**config.mk**
```make
export PLATFORM = sky130hd
export DESIGN_NAME = hazard_scoreboard
export DESIGN_NICKNAME = d
export VERILOG_FILES = /design/src/rtl/hazard_scoreboard.sv
export SDC_FILE = /design/constraint.sdc
export NUM_CORES = 1
export LEC_CHECK = 0
export CORE_UTILIZATION = 59
export CTS_CLUSTER_DIAMETER = 30
export CTS_CLUSTER_SIZE = 20
export DETAILED_ROUTE_END_ITERATION = 10
export PLACE_DENSITY_LB_ADDON = 0.25
export SYNTH_ARGS = -nofsm -noshare
export SYNTH_HDL_FRONTEND = slang
export SYNTH_SLANG_ARGS = --single-unit
```
**constraint.sdc**
```tcl
create_clock -name clk_i -period 8.8 [get_ports clk_i]
set_input_delay 1.76 -clock clk_i [delete_from_list [all_inputs] [get_ports clk_i]]
set_output_delay 1.76 -clock clk_i [all_outputs]
set_load 0.02 [all_outputs]
```
**src/rtl/hazard_scoreboard.sv**
```systemverilog
`default_nettype none
// ============================================================================
// Module   : hazard_scoreboard
// Brief    : ID-stage per-register latency countdowns; raises RAW/WAW stalls.
// Revision : 1.0 - initial release
// ============================================================================
module hazard_scoreboard #(
    parameter int LOAD_LAT = 1,
    parameter int MUL_LAT  = 3,
    parameter int CNT_W    = 3
) (
    input  logic        clk_i,
    input  logic        rst_i,
    input  logic        valid_i,
    input  logic [4:0]  rs1_i,
    input  logic [4:0]  rs2_i,
    input  logic        rs1Use_i,
    input  logic        rs2Use_i,
    input  logic [4:0]  rd_i,
    input  logic        RegWrite_i,
    input  logic        MemRead_i,
    input  logic        MulDiv_i,
    input  logic        flush_i,
    output logic        stall_o,
    output logic        PCWrite_o,
    output logic        NoOp_o,
    output logic [31:0] pending_o,
    output logic [31:0] stallCount_o
);

    localparam logic [CNT_W-1:0] c_LOAD_LAT = CNT_W'(LOAD_LAT);
    localparam logic [CNT_W-1:0] c_MUL_LAT  = CNT_W'(MUL_LAT);
    localparam logic [CNT_W-1:0] c_CNT_ONE  = CNT_W'(1);

    logic [CNT_W-1:0] r_cnt_q [32];
    logic [CNT_W-1:0] w_cnt_d [32];
    logic [31:0]      r_stall_cnt_q;
    logic [31:0]      w_stall_cnt_d;
    logic [CNT_W-1:0] w_lat;
    logic             w_live;
    logic             w_raw;
    logic             w_waw;
    logic             w_stall;
    logic             w_issue;

    always_comb begin
        if (MulDiv_i) begin
            w_lat = c_MUL_LAT;
        end else if (MemRead_i) begin
            w_lat = c_LOAD_LAT;
        end else begin
            w_lat = '0;
        end
    end

    // Entry 0 is held at zero, so x0 never registers as a hazard.
    always_comb begin
        w_live  = valid_i && !flush_i;
        w_raw   = w_live && ((rs1Use_i && (rs1_i != 5'd0) && (r_cnt_q[rs1_i] != '0)) ||
                             (rs2Use_i && (rs2_i != 5'd0) && (r_cnt_q[rs2_i] != '0)));
        w_waw   = w_live && RegWrite_i && (rd_i != 5'd0) && (r_cnt_q[rd_i] > w_lat);
        w_stall = !rst_i && (w_raw || w_waw);
        w_issue = w_live && !w_stall;
    end

    always_comb begin
        for (int r = 0; r < 32; r++) begin
            w_cnt_d[r] = (r_cnt_q[r] != '0) ? (r_cnt_q[r] - c_CNT_ONE) : '0;
        end
        if (w_issue && RegWrite_i && (rd_i != 5'd0)) begin
            w_cnt_d[rd_i] = w_lat;
        end
        w_cnt_d[0] = '0;
    end

    always_comb begin
        w_stall_cnt_d = r_stall_cnt_q;
        if (w_stall && (r_stall_cnt_q != 32'hFFFF_FFFF)) begin
            w_stall_cnt_d = r_stall_cnt_q + 32'd1;
        end
    end

    always_ff @(posedge clk_i) begin
        if (rst_i) begin
            for (int r = 0; r < 32; r++) begin
                r_cnt_q[r] <= '0;
            end
            r_stall_cnt_q <= 32'd0;
        end else begin
            r_cnt_q       <= w_cnt_d;
            r_stall_cnt_q <= w_stall_cnt_d;
        end
    end

    always_comb begin
        for (int r = 0; r < 32; r++) begin
            pending_o[r] = (r_cnt_q[r] != '0);
        end
        pending_o[0] = 1'b0;
    end

    assign stall_o      = w_stall;
    assign PCWrite_o    = !w_stall;
    assign NoOp_o       = !rst_i && (w_stall || flush_i);
    assign stallCount_o = r_stall_cnt_q;

endmodule
`default_nettype wire

```
Word level (Yosys, flattened, before mapping)
Index checks and enable logic that the tools add are counted.

Flip-flop bits (word level): 128. Input port bits: 24. Output and inout bits: 67. Logic and storage cells: 181.

Add/sub/neg operators: 33. $lt $le $gt $ge: 5. Equal/unequal tests: 1. Mux-type cells: 47. Bitwise logic cells: 3. Reductions and logical operators: 59.

Operators by type and width (count): 2-to-1 mux 3 bit (39); nonzero test 3 bit (34); bitwise mux 96 bit (1); subtractor 3 x 1 -> 3 bit, second input constant (32); 2-to-1 mux 93 bit (1); binary-select mux 3 bit (select 5 bit) (3); adder 32 x 1 -> 32 bit, second input constant (1); != test 32 bit, second input constant (1); >= comparator 6 bit, second input constant (3); NOT 5 -> 6 bit (3); logical AND 1 bit (16); demux 3 bit (select 5 bit) (1); nonzero test 5 bit (3); less-than comparator 6 x 1 -> 1 bit, second input constant (1); > comparator 3 bit (1); logical NOT 1 bit (3); logical OR 1 bit (3); 2-to-1 mux 2 bit (1); 2-to-1 mux 1 bit (1).

Depth between registers and ports, before layout
Depth in word-level cells: 15. Mapped depth: 18. Gate-level depth less buffers: 13.

Least setup slack after synthesis
No wires, ideal clock.

Path kind: input port to output port. Start: input rd_i[0]. End: output stall_o. Arrival time: 5.136 ns. Path slack: 1.904 ns. Stages: 13. Path buffers: 3. Cells stage by stage: buf_2 buf_2 buf_1 mux4_2 a221oi_1 o21ai_0 ha_1 nor2b_1 o211ai_1 o32a_1 o221ai_1 nand2_1 inv_1.

Word-level cells in the longest chain between the ends: 8. Elaborated cells on any way between the ends: 10. Those cells by class: order compare: 1; mux: 3; bitwise: 1; reduce/logical: 5.

RTL lines: from (decl) (RTL line 19) `input logic [4:0] rd_i,`; NOT 5 -> 6 bit (implied by the code) (RTL line 61) `w_waw = w_live && RegWrite_i && (rd_i != 5'd0) && (r_cnt_q[rd_i] > w_lat);`; binary-select mux 3 bit (select 5 bit) (RTL line 61); 2-to-1 mux 3 bit (implied by the code) (2 in series) (RTL line 61); > comparator 3 bit (RTL line 61); logical AND 1 bit * (RTL line 61); logical OR 1 bit * (RTL line 62) `w_stall = !rst_i && (w_raw || w_waw);`; logical AND 1 bit * (RTL line 62); to (decl) (RTL line 24) `output logic stall_o,`.

Every way passes the cells marked *; elsewhere a longest branch is shown, timed or not. The select of a mux whose other input is x is not followed.

Final worst setup path
Start: input rd_i[1]. End: output stall_o.

Same word-level chain as after synthesis.

==> qor.txt <==
Status -> completed
Maximum VDD drop -> 0.1372 mV
Post-CTS setup buffer count -> 0
Post-Syn Area -> 8508 µm²
I/O pin count -> 91
Clock network power share -> 49.8%
Final setup viols -> 0
Max Transition Viols Final -> 0
Non-Filler Instances -> 1,243
Net Sw Frac -> 25.74%
Maximum clock rate -> 128.2 MHz
Delay-heaviest family, CP -> buffers and inverters
Site Rows -> 43
NetSw -> 0.3587 mW
Worst path bufs/invs -> 3
Req. time, crit path -> 7.04 ns
Fin crit period -> 7.802 ns
CTS root buffer -> clkbuf_16
Clock Path Buffers -> 2
Via-to-Cell Ratio -> 6.591
Seq pwr share -> 40.8%
Slowest CP cell -> clkdlybuf4s50_1
Post-CTS Hold Buffers -> 0
GRT Total Usage -> 35.61%
Post-synthesis cell count -> 991
Drt initial violations -> 882
Final worst slack -> 0.9976 ns
R2R Setup Slk -> 4.61 ns
Largest net degree at the start of global routing -> 97
CP Data Arrival Time -> 6.04 ns
Hold Fails Final Rpt -> 0
Core area -> 13,990 µm²
Worst Tran Pin Value -> 1.306 ns
DRC -> 0
Avg Cell Area, Syn -> 8.585 µm²
Main flop type after synthesis -> dfxtp_1
Clk slew on worst S/H paths -> 0.06 ns
Logic pwr share -> 9.3%
RSZ-0062 raised after global routing -> no
Final GP Congestion -> 1.005
Fin crit share -> 88.66%
CP cell instances -> clkdlybuf4s50_1 -> mux4_2 -> nand3_1 -> o2111ai_1 -> a221oi_1 -> o21ai_0 -> ha_1 -> nor2b_1 -> o211ai_1 -> o32a_1 -> o221ai_1 -> nand2_1 -> inv_1 -> clkdlybuf4s50_1
# diodes -> 0
CP Class -> primary input to output port
MaxCap Viol Count -> 0
Die area -> 14,900 µm²
Post-CTS resize count -> 0
Setup Skew -> 0.008027 ns
Drt wl/cell -> 20.90 µm
Clock latency on the worst-skew pair -> 0.43 ns
Cell mode on critical path -> clkdlybuf4s50_1
Routed vias -> 8,193
Place WS -> 1.166 ns
Die W -> 122.1 µm
CP endpoint kind -> output port
Nets -> 1,137
Clk sink count -> 125
Initial Util -> 60.82%
ANT nets after route -> 0
Type of origin of the critical path -> primary input
Iteration count of the initial detailed-routing pass -> 6
Post-DP HPWL -> 17.82 mm
Top-count cell post-synth -> dfxtp_1
Synth warn -> 0
Overall power -> 1.393 mW
Register area share after synthesis -> 29.41%
First-pass GRT wire length -> 40.59 mm
TritonCTS clock tree -> yes
Post-Syn Nets -> 1,078
H-tree levels -> 4
Count of buffers from port buffering -> 89
Area Overhead vs Synth -> 18.01%
Layout cells sized above 1 -> 9.407%
Initial antenna violation count -> 0
Commonest cells in the netlist -> dfxtp_1, inv_1, ha_1
Ys async rst share -> 0%
Setup TNS -> 0 ns
Synthesized flop and latch total -> 125
CTS Buf Count -> 17
Routed wire length -> 25.98 mm
Post-synthesis cell type count -> 63
Pwr Density -> 138.8 nW/µm²
GR Overflow Total -> 0
Filler cells -> 1,078
Synth area leader -> dfxtp_1
Post-synth EDFFs -> 0
Vert. Die Dim -> 122.1 µm
Cell internal pwr -> 1.035 mW
Placed insts -> 1,211
Area share of the largest cell type after synthesis -> 29.41%
Slowest stage delay, CP -> 1.00 ns
Synth top area cells -> dfxtp_1, ha_1, mux4_2, mux2i_1, inv_1
Leakage power total -> 4.372 nW
Crit Path Max Fanout -> 16
Vias in the first global route -> 7,393
Max_slew headroom -> 12.27%
HP Class -> flop to flop
state kept, by name (all words and copies together), names as in the netlist:
signal	cells
stallCount_o	32
r_cnt_q	93
kinds of logic after synthesis:
family,count (synthesis),share of synthesized area [%]
compound gates,169,14.47
fa+ha+maj,63,9.265
buf+inv,162,7.324
flops,125,29.41
mux,93,15.01
other cells,1,0.04408
simple gates,378,24.47
per-layer routing:
layer / wire length, µm / vias to the layer above / GRT usage [%]
met5: 0 / - / 0
met4: 579 / 0 / 12.04
met3: 2913 / 64 / 10.35
met2: 11380 / 469 / 52.54
met1: 11100 / 3909 / 49.43
li1: - / 3751 / -
final timing paths:
check                                  endpoint             from  cells past startpoint
worst max-delay path                    stall_o          rd_i[1]                     14
worst min-delay path            stallCount_o[6]  stallCount_o[6]                      2
worst max register to register      r_cnt_q[76]      r_cnt_q[13]                     12
worst min register to register  stallCount_o[6]  stallCount_o[6]                      2
worst register-to-register path: stages, from the launching register on:
cell	delay, ns
dfxtp_1	0.36
mux4_2	0.51
nand3_1	0.12
o2111ai_1	0.14
a221oi_1	0.26
o21ai_0	0.15
ha_1	0.30
nor2b_1	0.13
o211ai_1	0.17
o32a_1	0.22
o221a_4	0.90
o211ai_1	0.42
a221oi_1	0.40
through the flow:
stage               utilization, %  area [µm²]  hold slack, ns
floorplan                        -        8508          0.4863
global placement             67.66        9464          0.4671
detailed placement           67.66        9464          0.4856
CTS                          71.78       10040          0.4964
global route                 71.78       10040          0.5178
finish                       71.78       10040          0.4920
cells in the final DEF, fill, tap and decap left out, types with 19 or more instances in the layout:
master / n
a221oi_1: 19
nand2_1: 60
or3_1: 36
mux2i_1: 59
mux4_2: 27
inv_1: 100
and2_1: 22
ha_1: 63
nor3_1: 45
nor2_1: 40
nand4_1: 19
o31ai_1: 22
clkdlybuf4s50_1: 87
or4_1: 22
nand3_1: 33
dfxtp_1: 125
a21oi_1: 44
and3_1: 39
final cells by class:
cell class | instances | area [µm²] | area share (%)
multi-input cells | 704 | 5394 | 53.72
repair buffers | 99 | 955.9 | 9.520
flip-flops and latches | 125 | 2502 | 24.92
inverters | 103 | 386.6 | 3.850
clock inverters | 11 | 116.4 | 1.159
clock buffers | 21 | 460.4 | 4.586
well taps | 180 | 225.2 | 2.243
power groups by stage:
stage | combinational [mW] | clock, mW | sequential [mW]
after detailed placement | 0.126 | 0 | 0.581
after global placement | 0.126 | 0 | 0.581
after global routing | 0.138 | 0.721 | 0.569
final | 0.130 | 0.694 | 0.569
after CTS | 0.127 | 0.696 | 0.569
after floorplan | 0.0836 | 0 | 0.581
No activity file was read; power rests on OpenSTA's default activity.
